[src/rtl/dvi_fifo_writer.sv]
// dvi_fifo_writer
//   Takes a DVI pixel stream (de/vsync/rgb) on clk_25, tracks the pixel
//   position, and pushes in-range pixels into a FIFO as packed words
//   {x[9:0], y[9:0], r, g, b}. If the FIFO is full when a pixel must be
//   written, the rest of the frame is discarded and counted until the next
//   frame start.
//
// Ports
//   clk_25       in   pixel clock (rising edge)
//   rst          in   asynchronous active-high reset
//   dvi_de       in   data enable, one pixel per high cycle
//   dvi_vsync    in   vertical sync, rising edge = frame start
//   dvi_r/g/b    in   8-bit colour components
//   wrclk        out  FIFO write clock (clk_25 passed through)
//   wrreq        out  FIFO write request (registered)
//   data         out  FIFO write word (registered, holds when wrreq low)
//   wrfull       in   FIFO full flag, synchronous to clk_25
//   frame_start  out  one-cycle pulse per detected vsync rising edge
//   overflow     out  sticky: a pixel was dropped since reset
//   drop_cnt     out  saturating count of dropped in-range pixels
module dvi_fifo_writer #(
  parameter int H_ACTIVE = 640,
  parameter int V_ACTIVE = 480
) (
  input  logic        clk_25,
  input  logic        rst,
  input  logic        dvi_de,
  input  logic        dvi_vsync,
  input  logic [7:0]  dvi_r,
  input  logic [7:0]  dvi_g,
  input  logic [7:0]  dvi_b,
  output logic        wrclk,
  output logic        wrreq,
  output logic [43:0] data,
  input  logic        wrfull,
  output logic        frame_start,
  output logic        overflow,
  output logic [15:0] drop_cnt
);

  typedef enum logic [1:0] {S_SYNC, S_ACTIVE, S_DROP} state_t;

  // Limits widened by one bit so a limit of 1024 still compares correctly.
  localparam logic [10:0] H_LIM = 11'(H_ACTIVE);
  localparam logic [10:0] V_LIM = 11'(V_ACTIVE);

  state_t      state;
  logic        de_p1, vsync_p1, de_p1_d, vsync_p1_d;
  logic [7:0]  r_p1, g_p1, b_p1;
  logic [9:0]  x, y;

  logic vs_edge, de_fall, pix, in_range, wr_ok, drop;

  function automatic logic [9:0] sat_inc10(input logic [9:0] v);
    return (v == 10'h3FF) ? v : v + 10'd1;
  endfunction

  function automatic logic [15:0] sat_inc16(input logic [15:0] v);
    return (v == 16'hFFFF) ? v : v + 16'd1;
  endfunction

  assign wrclk = clk_25;

  always_comb begin
    vs_edge  = vsync_p1 & ~vsync_p1_d;
    de_fall  = de_p1_d & ~de_p1;
    // A pixel coinciding with the vsync edge belongs to no frame: ignore it.
    pix      = de_p1 & ~vs_edge;
    in_range = pix && ({1'b0, x} < H_LIM) && ({1'b0, y} < V_LIM);
    wr_ok    = (state == S_ACTIVE) && in_range && !wrfull;
    drop     = in_range && (((state == S_ACTIVE) && wrfull) || (state == S_DROP));
  end

  always_ff @(posedge clk_25 or posedge rst) begin
    if (rst) begin
      state       <= S_SYNC;
      de_p1       <= 1'b0;
      vsync_p1    <= 1'b0;
      de_p1_d     <= 1'b0;
      vsync_p1_d  <= 1'b0;
      r_p1        <= '0;
      g_p1        <= '0;
      b_p1        <= '0;
      x           <= '0;
      y           <= '0;
      wrreq       <= 1'b0;
      data        <= '0;
      frame_start <= 1'b0;
      overflow    <= 1'b0;
      drop_cnt    <= '0;
    end else begin
      // Stage 1: register the raw DVI inputs and keep their previous values
      de_p1      <= dvi_de;
      vsync_p1   <= dvi_vsync;
      r_p1       <= dvi_r;
      g_p1       <= dvi_g;
      b_p1       <= dvi_b;
      de_p1_d    <= de_p1;
      vsync_p1_d <= vsync_p1;

      // Stage 2: decisions on stage-1 values drive the registered outputs
      frame_start <= vs_edge;
      wrreq       <= wr_ok;
      if (wr_ok) data <= {x, y, r_p1, g_p1, b_p1};
      if (drop) begin
        overflow <= 1'b1;
        drop_cnt <= sat_inc16(drop_cnt);
      end

      if (vs_edge) begin
        x <= '0;
        y <= '0;
      end else if (pix) begin
        x <= sat_inc10(x);
      end else if (de_fall) begin
        x <= '0;
        y <= sat_inc10(y);
      end

      case (state)
        S_SYNC:   if (vs_edge) state <= S_ACTIVE;
        S_ACTIVE: if (drop)    state <= S_DROP;
        S_DROP:   if (vs_edge) state <= S_ACTIVE;
        default:  state <= S_SYNC;
      endcase
    end
  end

endmodule
[config.mk]
export PLATFORM = sky130hd
export DESIGN_NAME = dvi_fifo_writer
export DESIGN_NICKNAME = d
export VERILOG_FILES = /design/src/rtl/dvi_fifo_writer.sv
export SDC_FILE = /design/constraint.sdc
export NUM_CORES = 1
export LEC_CHECK = 0
export ABC_CLOCK_PERIOD_IN_PS = 7000
export BUFFER_PORTS_ARGS = -buffer_cell sky130_fd_sc_hd__buf_4
export CAP_MARGIN = 30
export CORE_MARGIN = 2
export CORE_UTILIZATION = 40
export CTS_BUF_LIST = sky130_fd_sc_hd__clkbuf_8
export CTS_CLUSTER_SIZE = 40
export DETAILED_ROUTE_END_ITERATION = 16
export PLACE_DENSITY_LB_ADDON = 0.15
export SYNTH_ARGS = -nofsm -noshare
export SYNTH_HDL_FRONTEND = slang
export SYNTH_SLANG_ARGS = --single-unit
[constraint.sdc]
create_clock -name clk_25 -period 7 [get_ports clk_25]
set_input_delay 1.4 -clock clk_25 [delete_from_list [all_inputs] [get_ports clk_25]]
set_output_delay 1.4 -clock clk_25 [all_outputs]
set_load 0.01 [all_outputs]
# Yosys cells after proc, flatten, opt, wreduce, memory -nomap -nowiden
# Index checks and enable logic that the tools add are counted.
classes:
  eq_ne: 10
  muxes: 11
  n_bitwise: 7
  reduce_logical: 16
  add_sub_neg: 3
  order_cmp: 2
op_table:
  columns: ["op", "count"]
  rows:
  - ["10-bit 2-to-1 mux", 8]
  - ["10-bit by 1-bit adder with 10-bit output, second input constant", 2]
  - ["10-bit == test, second input constant", 2]
  - ["16-bit by 1-bit adder with 16-bit output, second input constant", 1]
  - ["16-bit == test, second input constant", 1]
  - ["10-bit less-than comparator, second input constant", 1]
  - ["10-bit by 9-bit less-than comparator with 1-bit output, second input constant", 1]
  - ["1-bit logical AND", 6]
  - ["2-bit inequality test, second input constant", 3]
  - ["2-bit AND reduction", 3]
  - ["2-bit 2-to-1 mux", 2]
  - ["1-bit NOT", 4]
  - ["2-bit one-hot mux with 2 select lines", 1]
  - ["1-bit AND", 3]
  - ["3-bit inequality test, second input constant", 1]
  - ["3-bit AND reduction", 1]
  - ["3-bit nonzero test", 1]
  - ["2-bit by 1-bit == test with 1-bit output, second input constant", 1]
  - ["2-bit == test, second input constant", 1]
  - ["2-bit logical NOT", 1]
  - ["2-bit by 1-bit inequality test with 1-bit output, second input constant", 1]
  - ["2-bit nonzero test", 1]
  - ["2-bit OR reduction", 1]
  - ["1-bit logical NOT", 1]
  - ["1-bit logical OR", 1]
word_totals:
  word_cells: 64
  inputBits: 29
  out_inout_bits: 64
  reg_bits: 113

# Longest topological paths before layout
logic_depth:
  depth_word: 9
  ltp_mapped: 6
  depth_no_buf: 5

==> flow_summary.toml <==
[clock_tree]
cts_resized = 0
insertion_delay_ns = 0.53
cts.clk_slew.worst_paths_ns = 0.06
cts_hold_buf = 0
cts_setup_buffers = 0
cts_tree = "built"

[placement]
dpl.hpwl_um = 6056
dpl.cell_count = 568
portBuffers = 92
place.gp.congestion = 0.8116

[worst_setup_path]
worst-path-max-fanout = 2
crit_end = "wrclk"
cp_slowest_cell = "buf_4"
cp-start-kind = "clock port"
reg2reg_from = "vsync_p1$_DFF_PP0_"
rrSetupSlack_ns = 3.82
cp_common_cell = "clkbuf_8"
cp.required_ns = 5.60
max_stage_delay_ns = 0.13
cp.arrival_ns = 3.86
critPathKind = "clock port to output pin"
crit_start = "clk_25"
cp_cell_sequence = "clkbuf_8 -> clkbuf_8 -> buf_4"
r2r_cells = 5
r2r-end = "data[21]$_DFFE_PP0P_"
end_kind = "output pin"

[timing]
drv_slew = 0
worstMarginPinSlew_ns = 0.9202
hold-worst-slack_ns = 0.3777
maxSlewHeadroom_pct = 38.15
skew_ns = 0.008357
rsz0062_at_grt = "false"
finalHoldViolCount = 0
tns_ns = 0
setup_viol = 0

[power]
design_power_total_uw = 1998
powerDensity_nw_per_um2 = 334.8
total_leakage_power_uw = 0.002880
vdd_drop_max_mv = 0.2657

[global_route]
grt_pass1_vias = 3167
overflow = 0
gr-usage-all-layers_pct = 16.09
grt_antenna_before_repair = 0
grt_pass1_wl_um = 15820
grt_max_degree = 76

[synthesis]
synth_area_um2 = 4651
synth_nets = 376
synth-seq-cells = 113
syn_inst = 344
synth_enable_flop_cells = 0
synthArstFlopShare_pct = 100.0
synth.distinct_cells = 46
ys.flop_type = "dfrtp_1"
seq_area_frac_synth_pct = 60.80
yosysWarnings = 0
avgSynthCellArea_um2 = 13.52

[floorplan]
fp.dieH_um = 111.8
ios = 93
die_w_um = 111.8
fp-row-count = 39
dieArea_um2 = 12500
core_area_um2 = 11370
start_util_pct = 40.90

[cells_and_area]
nets = 480
drive_gt1_share_pct = 37.39
fin_cells = 603
antennaDiodeCount = 0
area_delta_synth_final_pct = 28.28

[drt]
routed_wl_um = 9305
route.vias.total = 3071
wire_per_inst_um = 15.43
firstDrtPassIters = 4
postRouteAntennaNets = 0
initialDrtViolationCount = 110
drc = 0
viasPerCell = 5.093

[run]
cap_violations = 0

[run_status]
outcome = "finished, final reports clean"

[worst_hold_path]
holdPathStages = 0
hold_class = "flip-flop to flip-flop"
==> synth_stat cells (2+ instances only) <==
cell type / count / area, um^2
a41oi_1: 2 / 17.52
or4_1: 2 / 15.01
nand2_1: 14 / 52.55
mux2i_1: 3 / 30.03
mux2_4: 30 / 450.4
inv_1: 6 / 22.52
nor4b_1: 5 / 43.79
clkbuf_2: 2 / 10.01
clkbuf_1: 5 / 18.77
nor4_1: 11 / 68.82
nor2_1: 13 / 48.80
buf_2: 2 / 10.01
or3_1: 3 / 18.77
mux2_2: 7 / 78.83
o21ai_0: 3 / 15.01
o31ai_1: 5 / 37.54
ha_1: 3 / 37.54
and4_1: 6 / 52.55
nand4_1: 13 / 81.33
dfrtp_1: 113 / 2828
nor2b_1: 3 / 18.77
nand2b_1: 3 / 18.77
a211o_1: 2 / 17.52
xor2_1: 18 / 157.7
a31oi_1: 2 / 12.51
a221o_1: 2 / 20.02
and2_1: 3 / 18.77
buf_6: 4 / 45.04
mux2_1: 8 / 90.09
a21oi_1: 9 / 45.04
and3_1: 6 / 37.54
nor3_1: 10 / 50.05
nand3_1: 12 / 60.06
o21bai_1: 2 / 15.01
==> how the worst min path moves through the flow <==
stage                       start              endpoint  slack (ns)
3_3_place_gp   vsync_p1$_DFF_PP0_  vsync_p1_d$_DFF_PP0_        0.36
5_1_grt        vsync_p1$_DFF_PP0_  vsync_p1_d$_DFF_PP0_        0.39
2_1_floorplan  vsync_p1$_DFF_PP0_  vsync_p1_d$_DFF_PP0_        0.35
6_report       vsync_p1$_DFF_PP0_  vsync_p1_d$_DFF_PP0_        0.38
3_5_place_dp   vsync_p1$_DFF_PP0_  vsync_p1_d$_DFF_PP0_        0.37
4_1_cts        vsync_p1$_DFF_PP0_  vsync_p1_d$_DFF_PP0_        0.38
==> worst max-delay path: cells and delay by family <==
family | cells | cell delay [ns]
buffers and inverters | 3 | 0.36
==> layout make-up <==
cell class / count / area (um^2)
well taps: 143 / 178.9
clock buffers: 24 / 324.1
flip-flops and latches: 113 / 2828
inverters: 6 / 25.02
multi-input cells: 211 / 1715
fillers: 992 / 5404
repair buffers: 95 / 733.2
clock inverters: 11 / 161.4
==> flip-flops by register name (all words and copies together), names as in the netlist <==
signal / count
wrreq: 1
drop_cnt: 16
g_p1: 8
x: 10
y: 10
overflow: 1
de_p1: 1
de_p1_d: 1
state: 2
vsync_p1: 1
frame_start: 1
b_p1: 8
data: 44
r_p1: 8
vsync_p1_d: 1
==> where the power goes <==
| part | switching (uW) | internal [uW] |
|---|---|---|
| Clock | 272 | 454 |
| Sequential | 77.0 | 766 |
| Combinational | 177 | 252 |
| Total | 526 | 1470 |
==> kinds of logic (layout without fill, tap and decap cells) <==
kind of cell	count (synthesis)	count (layout)	share of synthesized area, %
buffers and inverters	20	136	2.448
xor gates and xnor gates	19	19	3.578
and+or+nand+nor	109	109	13.69
DFF	113	113	60.80
muxes	48	48	13.96
adders and majority gates	3	3	0.8072
AOI/OAI and AO/OA	32	32	4.708
==> per-layer routing <==
metal  track usage (%)  wire (um)
met1             21.26       4310
met2             23.80       4365
met3             6.260        490
met4             6.667        138
met5                 0          0
==> cell usage in the layout (no fill, tap or decap), types with 4 or more instances in the layout <==
cell type  instances
and3_1             6
and4_1             6
nor3_1            10
buf_4             95
dfrtp_1          113
inv_1              6
bufinv_16          4
nor4b_1            5
nor2_1            13
a21oi_1            9
nor4_1            10
nand4_1           13
mux2_4            30
nand3_1           12
xor2_1            18
nand2_1           14
clkbuf_8          23
mux2_2             7
mux2_1             8
o31ai_1            5
==> metrics by stage <==
stage                     setup WS [ns]  utilization [%]  instance area [um^2]
after global placement            1.981            48.02                  5460
final                             1.742            52.47                  5966
after detailed placement          1.981            48.02                  5460
after CTS                         1.737            52.23                  5938
after floorplan                   1.981                -                  4651
after global routing              1.729            52.47                  5966
No activity file was read; power rests on OpenSTA's default activity.
